[src/rtl/vc_allocator_pkg.sv]
`default_nettype none
// ============================================================================
// Package     : noc_params
// Description : Router-wide sizes, output-port encoding and downstream VC
//               state type shared by the VC allocator and its arbiters.
// Revision    : 1.0 - initial release
// ============================================================================
package noc_params;

    localparam int PORT_NUM = 5;
    localparam int VC_NUM   = 2;
    localparam int VC_SIZE  = (VC_NUM > 1) ? $clog2(VC_NUM) : 1;

    typedef enum logic [2:0] {
        LOCAL = 3'd0,
        NORTH = 3'd1,
        SOUTH = 3'd2,
        WEST  = 3'd3,
        EAST  = 3'd4
    } port_t;

    typedef enum logic {
        FREE      = 1'b0,
        ALLOCATED = 1'b1
    } vc_state_t;

endpackage
`default_nettype wire

[src/rtl/round_robin_arbiter.sv]
`default_nettype none
// ============================================================================
// Module      : round_robin_arbiter
// Description : N-way one-hot arbiter. With VC_ALLOC_ROUND_ROBIN_EN defined it
//               rotates priority from a stored pointer advanced on update_i;
//               otherwise it is a lowest-index priority encoder.
// Revision    : 1.0 - initial release
// ============================================================================
module round_robin_arbiter #(
    parameter int N = 4
) (
    input  logic         clk,
    input  logic         rst,
    input  logic [N-1:0] request_i,
    input  logic         update_i,
    output logic [N-1:0] grant_o
);

`ifdef VC_ALLOC_ROUND_ROBIN_EN
    localparam int IW = (N > 1) ? $clog2(N) : 1;

    logic [IW-1:0] r_ptr;
    logic [IW-1:0] w_ptr_nxt;
    logic [N-1:0]  w_hi;
    logic [N-1:0]  w_lo;
    logic          w_hi_found;
    logic          w_lo_found;

    // First request at or above the pointer wins; otherwise wrap to the lowest.
    always_comb begin
        w_hi       = '0;
        w_lo       = '0;
        w_hi_found = 1'b0;
        w_lo_found = 1'b0;
        for (int i = 0; i < N; i++) begin
            if (request_i[i] && !w_lo_found) begin
                w_lo[i]    = 1'b1;
                w_lo_found = 1'b1;
            end
            if (request_i[i] && !w_hi_found && (IW'(i) >= r_ptr)) begin
                w_hi[i]    = 1'b1;
                w_hi_found = 1'b1;
            end
        end
        grant_o = w_hi_found ? w_hi : w_lo;
    end

    always_comb begin
        w_ptr_nxt = r_ptr;
        for (int i = 0; i < N; i++) begin
            if (grant_o[i]) begin
                w_ptr_nxt = (i == N - 1) ? '0 : IW'(i + 1);
            end
        end
    end

    always_ff @(posedge clk or posedge rst) begin
        if (rst) begin
            r_ptr <= '0;
        end else if (update_i) begin
            r_ptr <= w_ptr_nxt;
        end
    end
`else
    logic w_found;
    logic w_unused;

    assign w_unused = &{1'b0, clk, rst, update_i};

    always_comb begin
        grant_o = '0;
        w_found = 1'b0;
        for (int i = 0; i < N; i++) begin
            if (request_i[i] && !w_found) begin
                grant_o[i] = 1'b1;
                w_found    = 1'b1;
            end
        end
    end
`endif

endmodule
`default_nettype wire

[src/rtl/vc_allocator.sv]
`default_nettype none
// ============================================================================
// Module      : vc_allocator
// Description : Per-output-port allocation of downstream VCs to head flits,
//               with ownership tracking until the owning input VC releases.
//               Arbitration is rotating when VC_ALLOC_ROUND_ROBIN_EN is
//               defined, fixed lowest-index priority otherwise.
// Revision    : 1.0 - initial release
// ============================================================================
module vc_allocator
    import noc_params::*;
#(
    parameter int PORT_NUM = noc_params::PORT_NUM,
    parameter int VC_NUM   = noc_params::VC_NUM
) (
    input  logic                                      clk,
    input  logic                                      rst,
    input  logic  [PORT_NUM-1:0][VC_NUM-1:0]          request_i,
    input  port_t [PORT_NUM-1:0][VC_NUM-1:0]          out_port_i,
    input  logic  [PORT_NUM-1:0][VC_NUM-1:0]          release_i,
    output logic  [PORT_NUM-1:0][VC_NUM-1:0]          grant_o,
    output logic  [PORT_NUM-1:0][VC_NUM-1:0][VC_SIZE-1:0] vc_new_o
);

    localparam int N  = PORT_NUM * VC_NUM;
    localparam int PW = (PORT_NUM > 1) ? $clog2(PORT_NUM) : 1;
    localparam int TW = $bits(port_t);

    vc_state_t                         r_state      [PORT_NUM][VC_NUM];
    logic [PW-1:0]                     r_owner_port [PORT_NUM][VC_NUM];
    logic [VC_SIZE-1:0]                r_owner_vc   [PORT_NUM][VC_NUM];
    logic [N-1:0]                      r_grant;
    logic [N-1:0][VC_SIZE-1:0]         r_vc_new;

    logic [N-1:0]                      w_req;
    logic [N-1:0]                      w_rel;
    logic [N-1:0][TW-1:0]              w_port;
    logic [N-1:0]                      w_owned;
    logic [N-1:0]                      w_elig;
    logic [PORT_NUM-1:0][VC_NUM-1:0]   w_rel_hit;
    logic [PORT_NUM-1:0]               w_has_free;
    logic [PORT_NUM-1:0][VC_SIZE-1:0]  w_free_vc;
    logic [PORT_NUM-1:0][N-1:0]        w_arb_req;
    logic [PORT_NUM-1:0][N-1:0]        w_win;
    logic [PORT_NUM-1:0][PW-1:0]       w_win_port;
    logic [PORT_NUM-1:0][VC_SIZE-1:0]  w_win_vc;
    logic [N-1:0]                      w_grant_nxt;
    logic [N-1:0][VC_SIZE-1:0]         w_vc_nxt;

    assign w_req    = request_i;
    assign w_rel    = release_i;
    assign w_port   = out_port_i;
    assign grant_o  = r_grant;
    assign vc_new_o = r_vc_new;

    // Which input VCs currently own something, and which downstream VCs see
    // their owner's release this cycle.
    always_comb begin
        w_owned   = '0;
        w_rel_hit = '0;
        for (int o = 0; o < PORT_NUM; o++) begin
            for (int v = 0; v < VC_NUM; v++) begin
                for (int p = 0; p < PORT_NUM; p++) begin
                    for (int c = 0; c < VC_NUM; c++) begin
                        if (r_state[o][v] == ALLOCATED &&
                            r_owner_port[o][v] == PW'(p) &&
                            r_owner_vc[o][v] == VC_SIZE'(c)) begin
                            w_owned[p*VC_NUM + c] = 1'b1;
                            w_rel_hit[o][v]       = w_rel[p*VC_NUM + c];
                        end
                    end
                end
            end
        end
    end

    // The in-flight grant masks the requester on the edge where the buffer
    // is still dropping its request.
    assign w_elig = w_req & ~r_grant & ~w_owned;

    always_comb begin
        w_has_free = '0;
        w_free_vc  = '0;
        for (int o = 0; o < PORT_NUM; o++) begin
            for (int v = VC_NUM - 1; v >= 0; v--) begin
                if (r_state[o][v] == FREE) begin
                    w_has_free[o] = 1'b1;
                    w_free_vc[o]  = VC_SIZE'(v);
                end
            end
        end
    end

    always_comb begin
        w_arb_req = '0;
        for (int o = 0; o < PORT_NUM; o++) begin
            for (int i = 0; i < N; i++) begin
                w_arb_req[o][i] = w_has_free[o] && w_elig[i] && (w_port[i] == TW'(o));
            end
        end
    end

    for (genvar o = 0; o < PORT_NUM; o++) begin : g_arb
        round_robin_arbiter #(
            .N (N)
        ) u_arb (
            .clk       (clk),
            .rst       (rst),
            .request_i (w_arb_req[o]),
            .update_i  (|w_win[o]),
            .grant_o   (w_win[o])
        );
    end

    always_comb begin
        w_win_port  = '0;
        w_win_vc    = '0;
        w_grant_nxt = '0;
        w_vc_nxt    = '0;
        for (int o = 0; o < PORT_NUM; o++) begin
            for (int p = 0; p < PORT_NUM; p++) begin
                for (int c = 0; c < VC_NUM; c++) begin
                    if (w_win[o][p*VC_NUM + c]) begin
                        w_win_port[o]              = PW'(p);
                        w_win_vc[o]                = VC_SIZE'(c);
                        w_grant_nxt[p*VC_NUM + c]  = 1'b1;
                        w_vc_nxt[p*VC_NUM + c]     = w_free_vc[o];
                    end
                end
            end
        end
    end

    always_ff @(posedge clk or posedge rst) begin
        if (rst) begin
            r_grant  <= '0;
            r_vc_new <= '0;
            for (int o = 0; o < PORT_NUM; o++) begin
                for (int v = 0; v < VC_NUM; v++) begin
                    r_state[o][v]      <= FREE;
                    r_owner_port[o][v] <= '0;
                    r_owner_vc[o][v]   <= '0;
                end
            end
        end else begin
            r_grant  <= w_grant_nxt;
            r_vc_new <= w_vc_nxt;
            for (int o = 0; o < PORT_NUM; o++) begin
                for (int v = 0; v < VC_NUM; v++) begin
                    if (w_rel_hit[o][v]) begin
                        r_state[o][v] <= FREE;
                    end
                end
                if (|w_win[o]) begin
                    r_state[o][w_free_vc[o]]      <= ALLOCATED;
                    r_owner_port[o][w_free_vc[o]] <= w_win_port[o];
                    r_owner_vc[o][w_free_vc[o]]   <= w_win_vc[o];
                end
            end
        end
    end

endmodule
`default_nettype wire

[config.mk]
export PLATFORM = sky130hd
export DESIGN_NAME = vc_allocator
export DESIGN_NICKNAME = d
export VERILOG_FILES = /design/src/rtl/vc_allocator_pkg.sv /design/src/rtl/round_robin_arbiter.sv /design/src/rtl/vc_allocator.sv
export SDC_FILE = /design/constraint.sdc
export NUM_CORES = 1
export LEC_CHECK = 0
export ABC_AREA = 1
export CAP_MARGIN = 20
export CORE_ASPECT_RATIO = 0.6
export CORE_MARGIN = 3
export CORE_UTILIZATION = 43
export CTS_CLUSTER_SIZE = 28
export DETAILED_ROUTE_END_ITERATION = 6
export GPL_TIMING_DRIVEN = 0
export PLACE_DENSITY = 0.7
export RECOVER_POWER = 50
export SLEW_MARGIN = 20
export SYNTH_ARGS = -nofsm -noshare
export SYNTH_HDL_FRONTEND = slang
export SYNTH_HIERARCHICAL = 1
export SYNTH_SLANG_ARGS = --single-unit
[constraint.sdc]
create_clock -name clk -period 3.3 [get_ports clk]
set_clock_uncertainty 0.15 [all_clocks]
set_input_delay 0.66 -clock clk [delete_from_list [all_inputs] [get_ports clk]]
set_output_delay 0.66 -clock clk [all_outputs]
set_load 0.1 [all_outputs]
==> results of run 1 <==
## worst max-delay path: stages (launching register included)
cell and delay, ps:
dfrtp_2 470, nor2_2 180, nand2_1 110, nor2_1 170
nor3_2 110, nand3_4 200, nor2_2 100, nor2_2 200
nand4_4 210, nor2_2 150, nand3_2 130, nor2_4 290
nor2_4 70, nand2_1 110, nor2_4 50, nor2_2 130
inv_2 90, nand2_1 60, o21ai_0 90
## metrics by stage
step	power [W]	hold WS, ps	util
3_3_place_gp	0.005562	348.3	0.5045
6_report	0.007226	364.8	0.5687
4_1_cts	0.006731	365.9	0.5372
3_5_place_dp	0.005583	352.9	0.5064
2_1_floorplan	0.004337	324.2	-
5_1_grt	0.007647	426.8	0.5687
## final cells by class
| class | instances | area share |
|---|---|---|
| plain buffers | 31 | 0.02173 |
| clock buffers | 9 | 0.02540 |
| clock inverters | 7 | 0.009032 |
| inverters | 189 | 0.08058 |
| multi-input cells | 929 | 0.5504 |
| flip-flops and latches | 70 | 0.1981 |
| well taps | 203 | 0.02865 |
| repair buffers | 80 | 0.08609 |
## power groups by stage
stage	clock, W	combinational, W	sequential (W)
2_1_floorplan	0	0.00238	0.00195
3_3_place_gp	0	0.00406	0.00150
3_5_place_dp	0	0.00408	0.00150
4_1_cts	0.00103	0.00420	0.00150
5_1_grt	0.00106	0.00501	0.00158
6_report	0.00103	0.00465	0.00155
## sequential cells by signal (all words and copies together), names as in the netlist
register / count
grant_o: 10
r_owner_port: 30
r_owner_vc: 10
r_state: 10
vc_new_o: 10
## per-layer routing
metal  vias up  global-route usage
met2       572              0.3934
met5         -                   0
li1       4125                   -
met3        44              0.1272
met4         2             0.05382
met1      3982              0.5101
## cell usage in the layout, fill, tap and decap left out, types with 3 or more instances in the layout
cell,instances
nand2_1,293
inv_1,161
nor2_1,154
nand3_1,143
dfrtp_1,66
o21ai_0,65
clkdlybuf4s50_1,63
nor2_2,55
nand4_1,49
nor2_4,29
inv_2,26
a21oi_1,24
buf_4,22
nor3_1,21
nor3_2,14
nand3_2,13
buf_2,10
o211ai_1,10
nand3b_1,9
clkbuf_16,9
nand2_2,6
nor3_4,6
o21ai_1,6
nor4_2,5
clkbuf_2,4
o22ai_1,4
dfrtp_2,4
buf_1,3
clkinvlp_4,3
buf_6,3
a21oi_2,3
nor4_1,3
inv_6,3
nand4_4,3
nor4_4,3
dlygate4sd3_1,3
## worst paths after layout
kind | end | slack (ps) | cells past startpoint
min in group asynchronous | r_owner_vc[9]$_DFFE_PP0P_ | 830 | 2
max in group asynchronous | r_state[7]$_DFF_PP0_ | 450 | 3
min | r_owner_port[19]$_DFFE_PP0P_ | 360 | 2
min reg2reg | r_owner_port[19]$_DFFE_PP0P_ | 360 | 2
max | r_owner_port[3]$_DFFE_PP0P_ | 90 | 18
max reg2reg | r_owner_port[3]$_DFFE_PP0P_ | 90 | 18
## what timing repair did
action	4_1_cts	5_1_grt
setup endpoints to repair	54	56
setup buffers	1	12
cloned	0	0
gates resized for setup	44	120
pin swaps	2	18
==> flow_summary.json, run 1 <==
{
  "path_clk_slew_ps": 70,
  "ctsHtreeMaxLevel": 3,
  "wl_met2_um": 10710,
  "grt_max_degree": 48,
  "viasPerCell": 5.748,
  "synth.cell_area_um2": 6950,
  "numPortBuffers": 66,
  "io_pins": 72,
  "drt-total-wl_um": 29070,
  "grt_pass1_vias": 7625,
  "end_kind": "flip-flop",
  "p_clk_frac": 0.142,
  "multi_input_area_um2": 4880,
  "fin_crit_ps": 3209,
  "numCtsBuffers": 9,
  "num_rows": 35,
  "final_net_count": 1362,
  "fin_cells": 1518,
  "p_int_w": 0.003035,
  "drive_above_1_share": 0.1772,
  "power_density_nw_per_um2": 815.1,
  "vias": 8725,
  "grt.overflow.total": 0,
  "ctsRootBufferMaster": "clkbuf_16",
  "report.final.hold_viol_count": 0,
  "cts_sinks": 70,
  "m1WireLength_um": 13100,
  "combPwrFrac": 0.644,
  "dp_hpwl_um": 22870,
  "pre_cts_ws_ps": -842.3,
  "setup_viol": 0,
  "crit_path_start_kind": "flip-flop",
  "grt_pass1_wl_um": 43700,
  "track_usage": 0.3191,
  "p_leak_nw": 4.043,
  "cts_tree": "done",
  "cts_max_path_buffers": 2,
  "worst_slew_pin_slew_ps": 1219,
  "ir_drop_mv": 0.7274,
  "status": "finished with violations",
  "cp.required_ps": 3360,
  "wl_met3_um": 4723,
  "hold_start": "r_owner_port[19]$_DFFE_PP0P_",
  "path_max_fanout": 8,
  "hold_path.class": "reg -> reg",
  "ys.warnings.count": 6,
  "place_inst": 1489,
  "design.core.area_um2": 15590,
  "max-slew-margin-rel": 0.1872,
  "area_growth_pct": 27.56,
  "worstPathArrival_ps": 3270,
  "worst_slack_ps": 90.59,
  "diodes": 0,
  "regArea_um2": 1757,
  "start_util": 0.4458,
  "drc": 7,
  "p_seq_frac": 0.214,
  "post_synth.cell_area_avg_um2": 5.702,
  "fin_area_um2": 8866,
  "p_sw_w": 0.004192,
  "cap_violations": 0,
  "wl_per_cell_um": 19.15,
  "worst-setup-path-type": "reg -> reg",
  "syn_inst": 1219,
  "crit_start": "r_owner_port[27]$_DFFE_PP0P_",
  "dpl-instance-area_um2": 7895,
  "die_w_um": 170.1,
  "fp.dieH_um": 104.5,
  "dr.pass1.iters": 7,
  "synth_fp_nets": 1271,
  "drv_slew": 0,
  "drt-initial-drc-count": 1273,
  "antenna_found_initial": 0,
  "clk_latency_ps": 350,
  "setup_tns_ps": 0,
  "fillCellCount": 1538,
  "violations": "design-rule violations",
  "switching_share": 0.5800,
  "worstReg2RegStart": "r_owner_port[27]$_DFFE_PP0P_",
  "cts_hold_buf": 0,
  "maxUsedRoutingLayer": "met5",
  "drtAntennaViolNets": 0,
  "fmax_ghz": 0.3116,
  "fin_crit_sh": 0.9725,
  "die-area_um2": 17780,
  "gp_congestion": 1.013
}
Note: power is estimated with default switching activity, not from simulation.
==> run 2, diff against run 1 <==
SLEW_MARGIN = default   (was 20)
==> run 2 against run 1 <==
The flow finishes with violations (design-rule violations, max-capacitance violations, max-slew violations). Final cell count up 0.26%. Clock power barely moved. Sequential power barely moved. Design area grew 1.7%. Combinational power increased by 3%. Worst hold slack better by 7.5 ps. Largest cell class unchanged.
==> flow_summary.json, run 2 (same netlist as run 1, synthesis figures left out) <==
{
  "status": "finished with violations",
  "violations": "design-rule violations, max-capacitance violations, max-slew violations",
  "ir_drop_mv": 0.6938,
  "wl_per_cell_um": 19.24,
  "path_clk_slew_ps": 60,
  "clk_latency_ps": 350,
  "io_pins": 72,
  "drive_above_1_share": 0.1918,
  "worst_slew_pin_slew_ps": 1531,
  "grt.overflow.total": 0,
  "fin_crit_sh": 0.9692,
  "place_inst": 1488,
  "drt-initial-drc-count": 1207,
  "cts_max_path_buffers": 2,
  "diodes": 0,
  "ctsRootBufferMaster": "clkbuf_16",
  "switching_share": 0.5782,
  "end_kind": "flip-flop",
  "fin_area_um2": 9016,
  "wl_met2_um": 10610,
  "crit_path_start_kind": "flip-flop",
  "final_net_count": 1366,
  "final_cell_mix": "292 x nand2_1, 157 x inv_1, 149 x nor2_1",
  "largest_register_ffs": 30,
  "worstPathArrival_ps": 3280,
  "slowest_stage": "dfrtp_1",
  "cp_cell_sequence": "inv_1 > nor2_1 > nand2_1 > nor2_2 > nor3_2 > nand3b_1 > buf_6 > nor2_2 > nor2_2 > nand4_4 > nor2_2 > nand3_2 > nor2_4 > nor2_4 > nand2_1 > nor2_2 > nor2_2 > inv_2 > nand2_1 > o21ai_0",
  "cp.required_ps": 3380,
  "cp_top_family": "simple AND/OR/NAND/NOR gates",
  "drv_slew": 71,
  "cap_violations": 1,
  "worst-setup-path-type": "reg -> reg",
  "viasPerCell": 5.760,
  "cts_sinks": 70,
  "wl_met3_um": 4551,
  "num_rows": 35,
  "die-area_um2": 17780,
  "p_leak_nw": 4.082,
  "dpl-instance-area_um2": 7868,
  "p_clk_frac": 0.139,
  "rsz0062_at_grt": "true",
  "drt-total-wl_um": 29280,
  "setup_viol": 0,
  "fmax_ghz": 0.3127,
  "design.core.area_um2": 15590,
  "crit_top_cell": "nor2_2",
  "critPathBufInv": 3,
  "max-slew-margin-rel": -0.02053,
  "combPwrFrac": 0.649,
  "hold_path.class": "reg -> reg",
  "gp_congestion": 1.013,
  "drtAntennaViolNets": 0,
  "p_seq_frac": 0.212,
  "max_stage_delay_ps": 450,
  "grt_pass1_wl_um": 43590,
  "maxUsedRoutingLayer": "met4",
  "start_util": 0.4458,
  "vias": 8766,
  "cts_tree": "done",
  "top_register": "r_owner_port",
  "m1WireLength_um": 13600,
  "drc": 16,
  "ctsHtreeMaxLevel": 3,
  "numPortBuffers": 66,
  "fp.dieH_um": 104.5,
  "final_common_cell": "nand2_1",
  "fin_cells": 1522,
  "path_max_fanout": 8,
  "dr.pass1.iters": 7,
  "die_w_um": 170.1,
  "area_growth_pct": 29.72,
  "track_usage": 0.3196,
  "grt_pass1_vias": 7694,
  "pre_cts_ws_ps": -837.6,
  "worst_slack_ps": 101.7,
  "p_int_w": 0.003101,
  "dp_hpwl_um": 22850,
  "report.final.hold_viol_count": 0,
  "power_density_nw_per_um2": 815.4,
  "antenna_found_initial": 0,
  "grt_max_degree": 71,
  "fin_crit_ps": 3198,
  "p_sw_w": 0.004251,
  "numCtsBuffers": 9
}
run 2: final cells by class:
class,instances,area (um2)
Fill cell,1517,6574
Multi-Input combinational cell,929,4987
Sequential cell,70,1760
Timing Repair Buffer,84,799.5
Inverter,189,716.9
Tap cell,203,254.0
Clock buffer,9,225.2
Buffer,31,195.2
Clock inverter,7,77.57
run 2: power by group through the flow:
| stage | registers, W | logic [W] | clock network (W) |
|---|---|---|---|
| after global placement | 0.00150 | 0.00406 | 0 |
| after floorplan | 0.00195 | 0.00238 | 0 |
| after global routing | 0.00160 | 0.00514 | 0.00106 |
| after CTS | 0.00149 | 0.00420 | 0.00103 |
| after detailed placement | 0.00150 | 0.00409 | 0 |
| final | 0.00156 | 0.00477 | 0.00102 |
run 2: path summary, 6_finish.rpt:
path | slack [ps] | to | cells after the start | start
worst max-delay path | 100 | r_owner_port[5]$_DFFE_PP0P_ | 20 | r_state[7]$_DFF_PP0_
worst max register to register | 100 | r_owner_port[5]$_DFFE_PP0P_ | 20 | r_state[7]$_DFF_PP0_
worst min register to register | 370 | r_owner_port[19]$_DFFE_PP0P_ | 2 | r_owner_port[19]$_DFFE_PP0P_
min in group asynchronous | 1040 | r_owner_port[27]$_DFFE_PP0P_ | 2 | rst
worst min-delay path | 370 | r_owner_port[19]$_DFFE_PP0P_ | 2 | r_owner_port[19]$_DFFE_PP0P_
max in group asynchronous | 870 | r_state[3]$_DFF_PP0_ | 2 | rst
run 2: layer usage:
metal  GRT usage  vias to the layer above
li1            -                     4141
met1      0.5022                     4064
met2      0.3897                      522
met3      0.1386                       39
met4     0.06655                        0
met5           0                        -
run 2: metrics by stage:
stage,TNS (ps),util,power [W],hold slack [ps]
floorplan,0,-,0.004337,324.2
global placement,-69230,0.5045,0.005562,348.3
detailed placement,-28830,0.5047,0.005588,352.9
CTS,-222.1,0.5356,0.006723,365.8
global route,-626.0,0.5783,0.007801,428.0
finish,0,0.5783,0.007352,372.3
run 2: what timing repair did:
item	in CTS	in global routing
setup buffers	3	15
gates resized for setup	40	156
hold buffers	0	0
pin swaps	3	20
endpoints found under the setup margin	54	56
run 2: worst reg2reg max path, cell delays in order (launching register included):
cell and delay, ps:
dfrtp_1 450, inv_1 60, nor2_1 130, nand2_1 130, nor2_2 150, nor3_2 80
nand3b_1 100, buf_6 150, nor2_2 80, nor2_2 160, nand4_4 220, nor2_2 190
nand3_2 140, nor2_4 320, nor2_4 80, nand2_1 90, nor2_2 50, nor2_2 130
inv_2 90, nand2_1 60, o21ai_0 70
==> run 3, diff against run 2 <==
PLACE_DENSITY = 0.63   (was 0.7)
==> run 3 against run 2 <==
The run ends with max-capacitance violations, max-slew violations left. Sequential power hardly changed. Combinational power shrank 4%. Critical endpoint is now vc_new_o[9]$_DFF_PP0_. Via count decreased by 2.8%. Worst hold slack gained 10 ps.
==> flow_summary.json, run 3 (same netlist as run 1, synthesis figures left out) <==
{
  "status": "finished with violations",
  "violations": "max-capacitance violations, max-slew violations",
  "clk_latency_ps": 340,
  "grt_pass1_wl_um": 43590,
  "worstPathArrival_ps": 3250,
  "fmax_ghz": 0.3127,
  "crit_path_start_kind": "flip-flop",
  "largest_register_ffs": 30,
  "fin_crit_sh": 0.9689,
  "num_rows": 35,
  "endpoint": "vc_new_o[9]$_DFF_PP0_",
  "cap_violations": 1,
  "fin_crit_ps": 3198,
  "worst-setup-path-type": "reg -> reg",
  "power_w": 0.007061,
  "maxUsedRoutingLayer": "met5",
  "ir_drop_mv": 0.4282,
  "reg2reg_depth": 17,
  "ctsHtreeMaxLevel": 3,
  "cp_cell_sequence": "buf_4 > inv_1 > nand3_1 > nand3b_1 > nor2_1 > nand3_4 > nor2_4 > nor2_4 > nand4_4 > nor2_2 > nand3_2 > nor2_1 > inv_1 > nand3_1 > o21ai_1 > o21ai_2 > a22oi_1",
  "dp_hpwl_um": 23130,
  "p_int_w": 0.002944,
  "max_stage_delay_ps": 360,
  "worstReg2RegStart": "r_owner_vc[6]$_DFFE_PP0P_",
  "area_growth_pct": 26.08,
  "cp.required_ps": 3350,
  "p_sw_w": 0.004117,
  "fillCellCount": 1582,
  "hold_start": "r_owner_port[19]$_DFFE_PP0P_",
  "report.final.hold_viol_count": 0,
  "crit_start": "r_owner_vc[6]$_DFFE_PP0P_",
  "drv_slew": 34,
  "die-area_um2": 17780,
  "cts_tree": "done",
  "start_util": 0.4458,
  "numPortBuffers": 66,
  "p_clk_frac": 0.133,
  "drive_above_1_share": 0.1609,
  "vias": 8518,
  "antenna_found_initial": 0,
  "setup_viol": 0,
  "diodes": 0,
  "track_usage": 0.3211,
  "grt_max_degree": 38,
  "path_max_fanout": 10,
  "cts_max_path_buffers": 2,
  "m1WireLength_um": 13950,
  "p_seq_frac": 0.218,
  "setup_tns_ps": 0,
  "holdWs_ps": 382.7,
  "final_net_count": 1358,
  "combPwrFrac": 0.649,
  "p_leak_nw": 3.999,
  "final_cell_mix": "293 x nand2_1, 164 x nor2_1, 163 x inv_1",
  "slowest_stage": "dfrtp_1",
  "ctsRootBufferMaster": "clkbuf_16",
  "drt-total-wl_um": 28930,
  "drc": 0,
  "rr_endpoint": "vc_new_o[9]$_DFF_PP0_",
  "drt-initial-drc-count": 1062,
  "switching_share": 0.5831,
  "fp.dieH_um": 104.5,
  "grt.overflow.total": 0,
  "power_density_nw_per_um2": 805.7,
  "r2r_slack_ps": 100,
  "grt_pass1_vias": 7558,
  "final_common_cell": "nand2_1",
  "cts_sinks": 70,
  "top_register": "r_owner_port",
  "numCtsBuffers": 9,
  "io_pins": 72,
  "end_kind": "flip-flop",
  "max-slew-margin-rel": -0.09150,
  "dr.pass1.iters": 5,
  "viasPerCell": 5.626,
  "worst_slew_pin_slew_ps": 1628,
  "wl_met2_um": 10650,
  "hold_path.class": "reg -> reg",
  "gp_congestion": 1.037,
  "die_w_um": 170.1,
  "rsz0062_at_grt": "true",
  "drtAntennaViolNets": 0,
  "wl_per_cell_um": 19.11,
  "design.core.area_um2": 15590,
  "wl_met3_um": 3957,
  "path_clk_slew_ps": 70
}
[run 3: cell types whose count changed in the layout (fill, tap and decap cells not counted), sizes merged]
cell / previous run / this run
buf: 42 / 36
bufinv: 1 / 0
clkbuf: 16 / 14
clkinv: 1 / 2
[run 3: critical path, delay by kind of cell, from the launching register on]
kind,cells,cell delay [ps]
flip-flops,1,360
AND/OR/NAND/NOR,11,1540
buffers and inverters,3,500
AO/OA/AOI/OAI,3,510
[run 3: area by class of cell]
cell class,count,area (um2),area share
plain buffers,31,190.2,0.02170
clock buffers,9,225.2,0.02570
clock inverters,7,55.05,0.006282
inverters,189,710.7,0.08110
multi-input cells,929,4820,0.5500
flip-flops and latches,70,1757,0.2005
well taps,203,254.0,0.02898
repair buffers,76,752.0,0.08581
[run 3: power by group through the flow]
stage | sequential, W | clock, W | combinational [W]
5_1_grt | 0.00158 | 0.00101 | 0.00497
3_5_place_dp | 0.00150 | 0 | 0.00410
4_1_cts | 0.00150 | 0.000958 | 0.00419
6_report | 0.00154 | 0.000942 | 0.00458
2_1_floorplan | 0.00195 | 0 | 0.00238
3_3_place_gp | 0.00150 | 0 | 0.00408
[run 3: timing repair]
item	4_1_cts	5_1_grt
hold buffers	0	0
endpoints found under the setup margin	54	55
gates resized for setup	34	112
pin swaps	1	13
buffers inserted	1	8
[run 3: metrics by stage]
| step | worst slack [ps] | utilization | cells | instance area (um2) |
|---|---|---|---|---|
| CTS | -3.945 | 0.5320 | 1506 | 8294 |
| global route | -31.78 | 0.5621 | 1514 | 8763 |
| finish | 102.5 | 0.5621 | 1514 | 8763 |
| floorplan | 478.3 | - | 1219 | 6950 |
| global placement | -848.2 | 0.5045 | 1488 | 7865 |
| detailed placement | -801.9 | 0.5059 | 1489 | 7888 |
[run 3: worst min path at each step]
| stage | end | slack, ps | cells past startpoint |
|---|---|---|---|
| 3_3_place_gp | r_owner_port[15]$_DFFE_PP0P_ | 350 | 2 |
| 5_1_grt | r_owner_port[15]$_DFFE_PP0P_ | 430 | 2 |
| 6_report | r_owner_port[19]$_DFFE_PP0P_ | 380 | 2 |
| 3_5_place_dp | r_owner_port[19]$_DFFE_PP0P_ | 360 | 2 |
| 4_1_cts | r_owner_port[19]$_DFFE_PP0P_ | 380 | 2 |
| 2_1_floorplan | r_owner_port[15]$_DFFE_PP0P_ | 320 | 2 |
[run 3: metal layers]
metal	track usage	vias up
met5	0	-
met3	0.1280	25
met1	0.5111	3912
met4	0.05845	2
met2	0.3959	439
li1	-	4140
